**config.mk**
```make
export PLATFORM = sky130hd
export DESIGN_NAME = nios_system_sysid_regs
export DESIGN_NICKNAME = d
export VERILOG_FILES = /design/src/rtl/nios_system_sysid_regs.sv
export SDC_FILE = /design/constraint.sdc
export NUM_CORES = 1
export LEC_CHECK = 0
export BUFFER_PORTS_ARGS = -buffer_cell sky130_fd_sc_hd__buf_2
export CAP_MARGIN = 20
export CORE_MARGIN = 2
export CORE_UTILIZATION = 45
export CTS_CLUSTER_DIAMETER = 200
export DETAILED_ROUTE_END_ITERATION = 12
export PLACE_DENSITY = 0.62
export SLEW_MARGIN = 15
export SYNTH_ARGS = -nofsm -noshare
export SYNTH_HDL_FRONTEND = slang
export SYNTH_SLANG_ARGS = --single-unit
export TNS_END_PERCENT = 10
```
**constraint.sdc**
```tcl
create_clock -name clock -period 6.3 [get_ports clock]
set_clock_uncertainty 0.15 [all_clocks]
set_input_delay 0.315 -clock clock [delete_from_list [all_inputs] [get_ports clock]]
set_output_delay 0.315 -clock clock [all_outputs]
set_load 0.01 [all_outputs]
```
**src/rtl/nios_system_sysid_regs.sv**
```systemverilog
//==============================================================================
// Module      : nios_system_sysid_regs
// Description : Avalon-MM system-ID and uptime register block. Returns a fixed
//               ID word and build timestamp, and provides a prescaled free-
//               running uptime counter with a coherent LO/HI snapshot, a
//               scratch register and a control register.
// Revision    : 1.0 - initial release
//==============================================================================
`default_nettype none

module nios_system_sysid_regs #(
    parameter logic [31:0] ID_VALUE       = 32'h0000_0000,
    parameter logic [31:0] TIMESTAMP      = 32'h0000_0000,
    parameter int          CNT_WIDTH      = 48,
    parameter logic [31:0] PRESCALE_RESET = 32'd0,
    parameter logic [31:0] SCRATCH_RESET  = 32'h0000_0000
) (
    input  logic        clock,
    input  logic        reset,
    input  logic [2:0]  address,
    input  logic        read,
    input  logic        write,
    input  logic [31:0] writedata,
    input  logic [3:0]  byteenable,
    output logic [31:0] readdata,
    output logic        readdatavalid
);

    // Register map
    localparam logic [2:0] c_addr_id       = 3'd0;
    localparam logic [2:0] c_addr_ts       = 3'd1;
    localparam logic [2:0] c_addr_lo       = 3'd2;
    localparam logic [2:0] c_addr_hi       = 3'd3;
    localparam logic [2:0] c_addr_scratch  = 3'd4;
    localparam logic [2:0] c_addr_control  = 3'd5;
    localparam logic [2:0] c_addr_prescale = 3'd6;

    localparam logic [CNT_WIDTH-1:0] c_cnt_one = {{(CNT_WIDTH-1){1'b0}}, 1'b1};

    logic [CNT_WIDTH-1:0] r_cnt;
    logic [31:0]          r_pc;
    logic [31:0]          r_shadow;
    logic                 r_en;
    logic [31:0]          r_scratch;
    logic [31:0]          r_prescale;

    logic                 w_wr_scratch;
    logic                 w_wr_control;
    logic                 w_wr_prescale;
    logic                 w_clr;
    logic                 w_tick;
    logic                 w_rd_lo;
    logic [31:0]          w_cnt_hi;
    logic [31:0]          w_scratch_next;
    logic [31:0]          w_prescale_next;
    logic [31:0]          w_rdata;

    // CONTROL only has bits in byte lane 0, so lane 0 gates the whole write
    assign w_wr_scratch  = write && (address == c_addr_scratch);
    assign w_wr_control  = write && (address == c_addr_control) && byteenable[0];
    assign w_wr_prescale = write && (address == c_addr_prescale);
    assign w_clr         = w_wr_control && writedata[1];
    assign w_tick        = (r_pc == r_prescale);
    assign w_rd_lo       = read && (address == c_addr_lo);

    // Upper counter bits zero-extended to a full word for the shadow
    always_comb begin
        w_cnt_hi                   = '0;
        w_cnt_hi[CNT_WIDTH-33:0]   = r_cnt[CNT_WIDTH-1:32];
    end

    // Byte-lane merge for the two byte-writable registers
    for (genvar i = 0; i < 4; i++) begin : g_lane
        assign w_scratch_next[8*i +: 8]  = byteenable[i] ? writedata[8*i +: 8]
                                                         : r_scratch[8*i +: 8];
        assign w_prescale_next[8*i +: 8] = byteenable[i] ? writedata[8*i +: 8]
                                                         : r_prescale[8*i +: 8];
    end

    // Read mux; reflects register state before any same-cycle write
    always_comb begin
        w_rdata = 32'h0000_0000;
        case (address)
            c_addr_id:       w_rdata = ID_VALUE;
            c_addr_ts:       w_rdata = TIMESTAMP;
            c_addr_lo:       w_rdata = r_cnt[31:0];
            c_addr_hi:       w_rdata = r_shadow;
            c_addr_scratch:  w_rdata = r_scratch;
            c_addr_control:  w_rdata = {31'b0, r_en};
            c_addr_prescale: w_rdata = r_prescale;
            default:         w_rdata = 32'h0000_0000;
        endcase
    end

    // Uptime counter and prescaler: CLR beats a PRESCALE write, which beats a tick
    always_ff @(posedge clock or posedge reset) begin
        if (reset) begin
            r_cnt <= '0;
            r_pc  <= 32'd0;
        end else if (w_clr) begin
            r_cnt <= '0;
            r_pc  <= 32'd0;
        end else if (w_wr_prescale) begin
            r_pc  <= 32'd0;
        end else if (r_en) begin
            if (w_tick) begin
                r_pc  <= 32'd0;
                r_cnt <= r_cnt + c_cnt_one;
            end else begin
                r_pc  <= r_pc + 32'd1;
            end
        end
    end

    // Shadow captures the upper counter bits from the same pre-edge value as LO
    always_ff @(posedge clock or posedge reset) begin
        if (reset) begin
            r_shadow <= 32'd0;
        end else if (w_clr) begin
            r_shadow <= 32'd0;
        end else if (w_rd_lo) begin
            r_shadow <= w_cnt_hi;
        end
    end

    // Software-writable configuration registers
    always_ff @(posedge clock or posedge reset) begin
        if (reset) begin
            r_en       <= 1'b1;
            r_scratch  <= SCRATCH_RESET;
            r_prescale <= PRESCALE_RESET;
        end else begin
            if (w_wr_control) begin
                r_en <= writedata[0];
            end
            if (w_wr_scratch) begin
                r_scratch <= w_scratch_next;
            end
            if (w_wr_prescale) begin
                r_prescale <= w_prescale_next;
            end
        end
    end

    // Registered read response; data holds between reads
    always_ff @(posedge clock or posedge reset) begin
        if (reset) begin
            readdata      <= 32'd0;
            readdatavalid <= 1'b0;
        end else begin
            readdatavalid <= read;
            if (read) begin
                readdata <= w_rdata;
            end
        end
    end

endmodule

`default_nettype wire

```
==> impl_metrics.csv <==
group,metric,value,unit
synthesis,syn-cell-area,9788,µm²
detailed_routing,via_per_inst,5.854,
synthesis,synth_edf_count,0,
global_routing,grt_overflow,0,
critical_path,crit_required,6.51,ns
detailed_routing,drt-met1-wl,12500,µm
detailed_routing,wl_per_cell,20.10,µm
clock_tree,cts_tree,"built",
pwr,max-vdd-ir-drop,0.1445,mV
synthesis,ys_seq_elements,194,
layout,drive_gt1_share,19.81,%
synthesis,synth_warnings,0,
floorplan,die_area,22950,µm²
pwr,leakagePower,4.701,nW
placement,dp_hpwl,18880,µm
layout,area_delta_synth_final,14.87,%
floorplan,rows,53,
floorplan,ioPinCount,76,
synthesis,synth_top_area_share,49.34,%
global_routing,grt_pass1_wl,42030,µm
sta,fin_setup_tns,0,ns
clock_tree,clock_latency,0.45,ns
clock_tree,ctsRootBufferMaster,"clkbuf_16",
sta,finalMaxSlewViolations,0,
placement,place_congestion,0.8805,
run,drv_cap,0,
critical_path,crit_type,"reg -> reg",
clock_tree,cts-resized-gates,0,
placement,place_area,10380,µm²
synthesis,synth_cells,993,
clock_tree,numCtsBuffers,17,
sta,setup_viol,0,
synthesis,synth_area_leaders,"dfrtp_1 49%, mux2_2 9.7%, a21oi_1 4.1%",
sta,hold_violations,0,
synthesis,synth.most_common_cell,"dfrtp_1",
layout,n_antenna_cell,0,
global_routing,antenna_found_initial,0,
clock_tree,clkSinkCount,194,
sta,relSlewSlack,35.82,%
clock_tree,htree_levels,4,
sta,rsz0062_at_grt,"no",
floorplan,core_region_area,21150,µm²
sta,finalCriticalPeriod,2.984,ns
sta,fmax,335.1,MHz
synthesis,async_flop_share,100.0,%
placement,dp.cells,1290,
synthesis,ys_top_cells_by_count,"193 x dfrtp_1, 102 x nand2_1, 84 x mux2_2, 81 x a21oi_1, 57 x clkbuf_1",
critical_path,worst_setup_path_end_kind,"flip-flop",
floorplan,die_w,151.5,µm
run_status,status,"finished, final reports clean",
global_routing,grt_pass1_vias,7352,
placement,numPortBuffers,75,
global_routing,grtUsageTotal,24.30,%
layout,n_fill_cell,1922,
synthesis,ys_types,47,
sta,hold-worst-slack,0.02161,ns
critical_path,start_kind,"flip-flop",
detailed_routing,met2_wirelength,12940,µm
sta,worst_pin_slew,0.9628,ns
critical_path,critical_path_arrival,3.20,ns
layout,instances_no_fill,1350,
synthesis,synth_top_cell_by_area,"dfrtp_1",
floorplan,start_util,46.27,%
detailed_routing,drc,0,
synthesis,avgSynthCellArea,9.857,µm²
synthesis,seq_area_frac_synth,49.61,%
hold_path,hold_class,"in -> reg",
detailed_routing,wl,27130,µm
global_routing,grt_max_degree,123,
detailed_routing,drt_iter0_markers,636,
layout,design_area,11240,µm²
detailed_routing,num_vias,7903,
clock_tree,clockBufferDepth,2,
layout,layout.nets,1108,
synthesis,synthesis.nets,1038,
floorplan,dieHeight,151.5,µm
clock_tree,clkSlewWorstSetupHoldPaths,0.08,ns
synthesis,synthFlopType,"dfrtp_1",
detailed_routing,antenna_left,0,
pwr,power_per_cell_area,270.5,nW/µm²
detailed_routing,top_layer,"met4",
critical_path,cp_max_fo,21,
detailed_routing,drt-pass1-iter-count,5,
sta,period_share,47.36,%
detailed_routing,wl_met3,1219,µm
-- sequential cells by signal (all words and copies together), names as in the netlist --
| register | count |
|---|---|
| readdata | 32 |
| readdatavalid | 1 |
| r_scratch | 32 |
| r_en | 1 |
| r_pc | 32 |
| r_prescale | 32 |
| r_cnt | 48 |
| r_shadow | 16 |
-- metrics by stage --
stage	util [%]	total power [mW]	worst slack, ns
6_report	53.15	3.041	3.316
5_1_grt	53.15	3.175	3.112
4_1_cts	53.08	3.058	2.920
3_5_place_dp	49.06	1.982	2.526
3_3_place_gp	49.06	1.969	2.701
2_1_floorplan	-	1.804	0.5528
-- area by class of cell --
type / instances / area [µm²] / area share, %
timing repair buffer: 113 / 738.2 / 6.566
sequential: 194 / 4856 / 43.19
clock buffer: 17 / 425.4 / 3.784
inverter: 54 / 210.2 / 1.870
multi-input combinational: 683 / 4524 / 40.24
clock inverter: 14 / 145.1 / 1.291
tap: 275 / 344.1 / 3.060
-- cell families (layout without fill, tap and decap cells) --
kind of cell    Yosys count  after routing  synth area share (%)
simple gates            309            309                 16.49
xor+xnor                 49             49                 4.384
buf+inv                 116            198                 4.487
compound gates          227            227                 13.88
mux                      96             96                 10.89
fa+ha+maj                 2              2                0.2556
flops                   194            194                 49.61
-- worst paths after layout --
check                                           start                          to  slack [ns]  cells after the start
max in group asynchronous                       reset   r_prescale[6]$_DFFE_PP0P_        4.03                      4
max                        r_prescale[25]$_DFFE_PP0P_       r_cnt[27]$_DFFE_PP0P_        3.32                      7
min                                     writedata[22]  r_prescale[22]$_DFFE_PP0P_        0.02                      2
min reg2reg                 r_scratch[20]$_DFFE_PP0P_   r_scratch[20]$_DFFE_PP0P_        0.37                      1
min in group asynchronous                       reset    readdata[31]$_DFFE_PP0P_        0.45                      3
max reg2reg                r_prescale[25]$_DFFE_PP0P_       r_cnt[27]$_DFFE_PP0P_        3.32                      7
-- report_power, final --
group | switching [mW] | internal, mW | total, mW
logic | 0.250 | 0.222 | 0.472
registers | 0.128 | 1.37 | 1.50
clock network | 0.543 | 0.526 | 1.07
-- critical path: stages, from the launching register on --
cell	delay (ns)
dfrtp_1	0.45
xnor2_1	0.23
nand4_1	0.14
nor4_2	0.29
buf_4	0.26
nand2_1	0.45
or4b_2	0.78
a21oi_1	0.15
-- routing by layer --
layer	vias to the layer above	track usage, %
li1	3715	-
met1	3946	34.50
met2	214	38.42
met3	28	4.311
met4	0	6.822
met5	-	0
-- repair_timing --
action / in CTS / in global routing
hold endpoints to repair: 174 / 0
hold buffers: 28 / 0
setup endpoints to repair: 0 / 0
buffers inserted: 0 / 0
-- placed cells by master (no fill, tap or decap), drive strengths merged, types with 10 or more instances in the layout --
cell	instances
nand3	33
xnor2	41
inv	61
and3	11
or3	21
o31ai	15
a22oi	31
mux2i	12
a21oi	81
dfrtp	193
nand4	32
o22ai	29
mux2	84
and4	10
clkbuf	17
o21ai	48
nand2	102
nor2	36
or4	20
buf	85
dlygate4sd3	28
(Power assumes the default switching activity.)
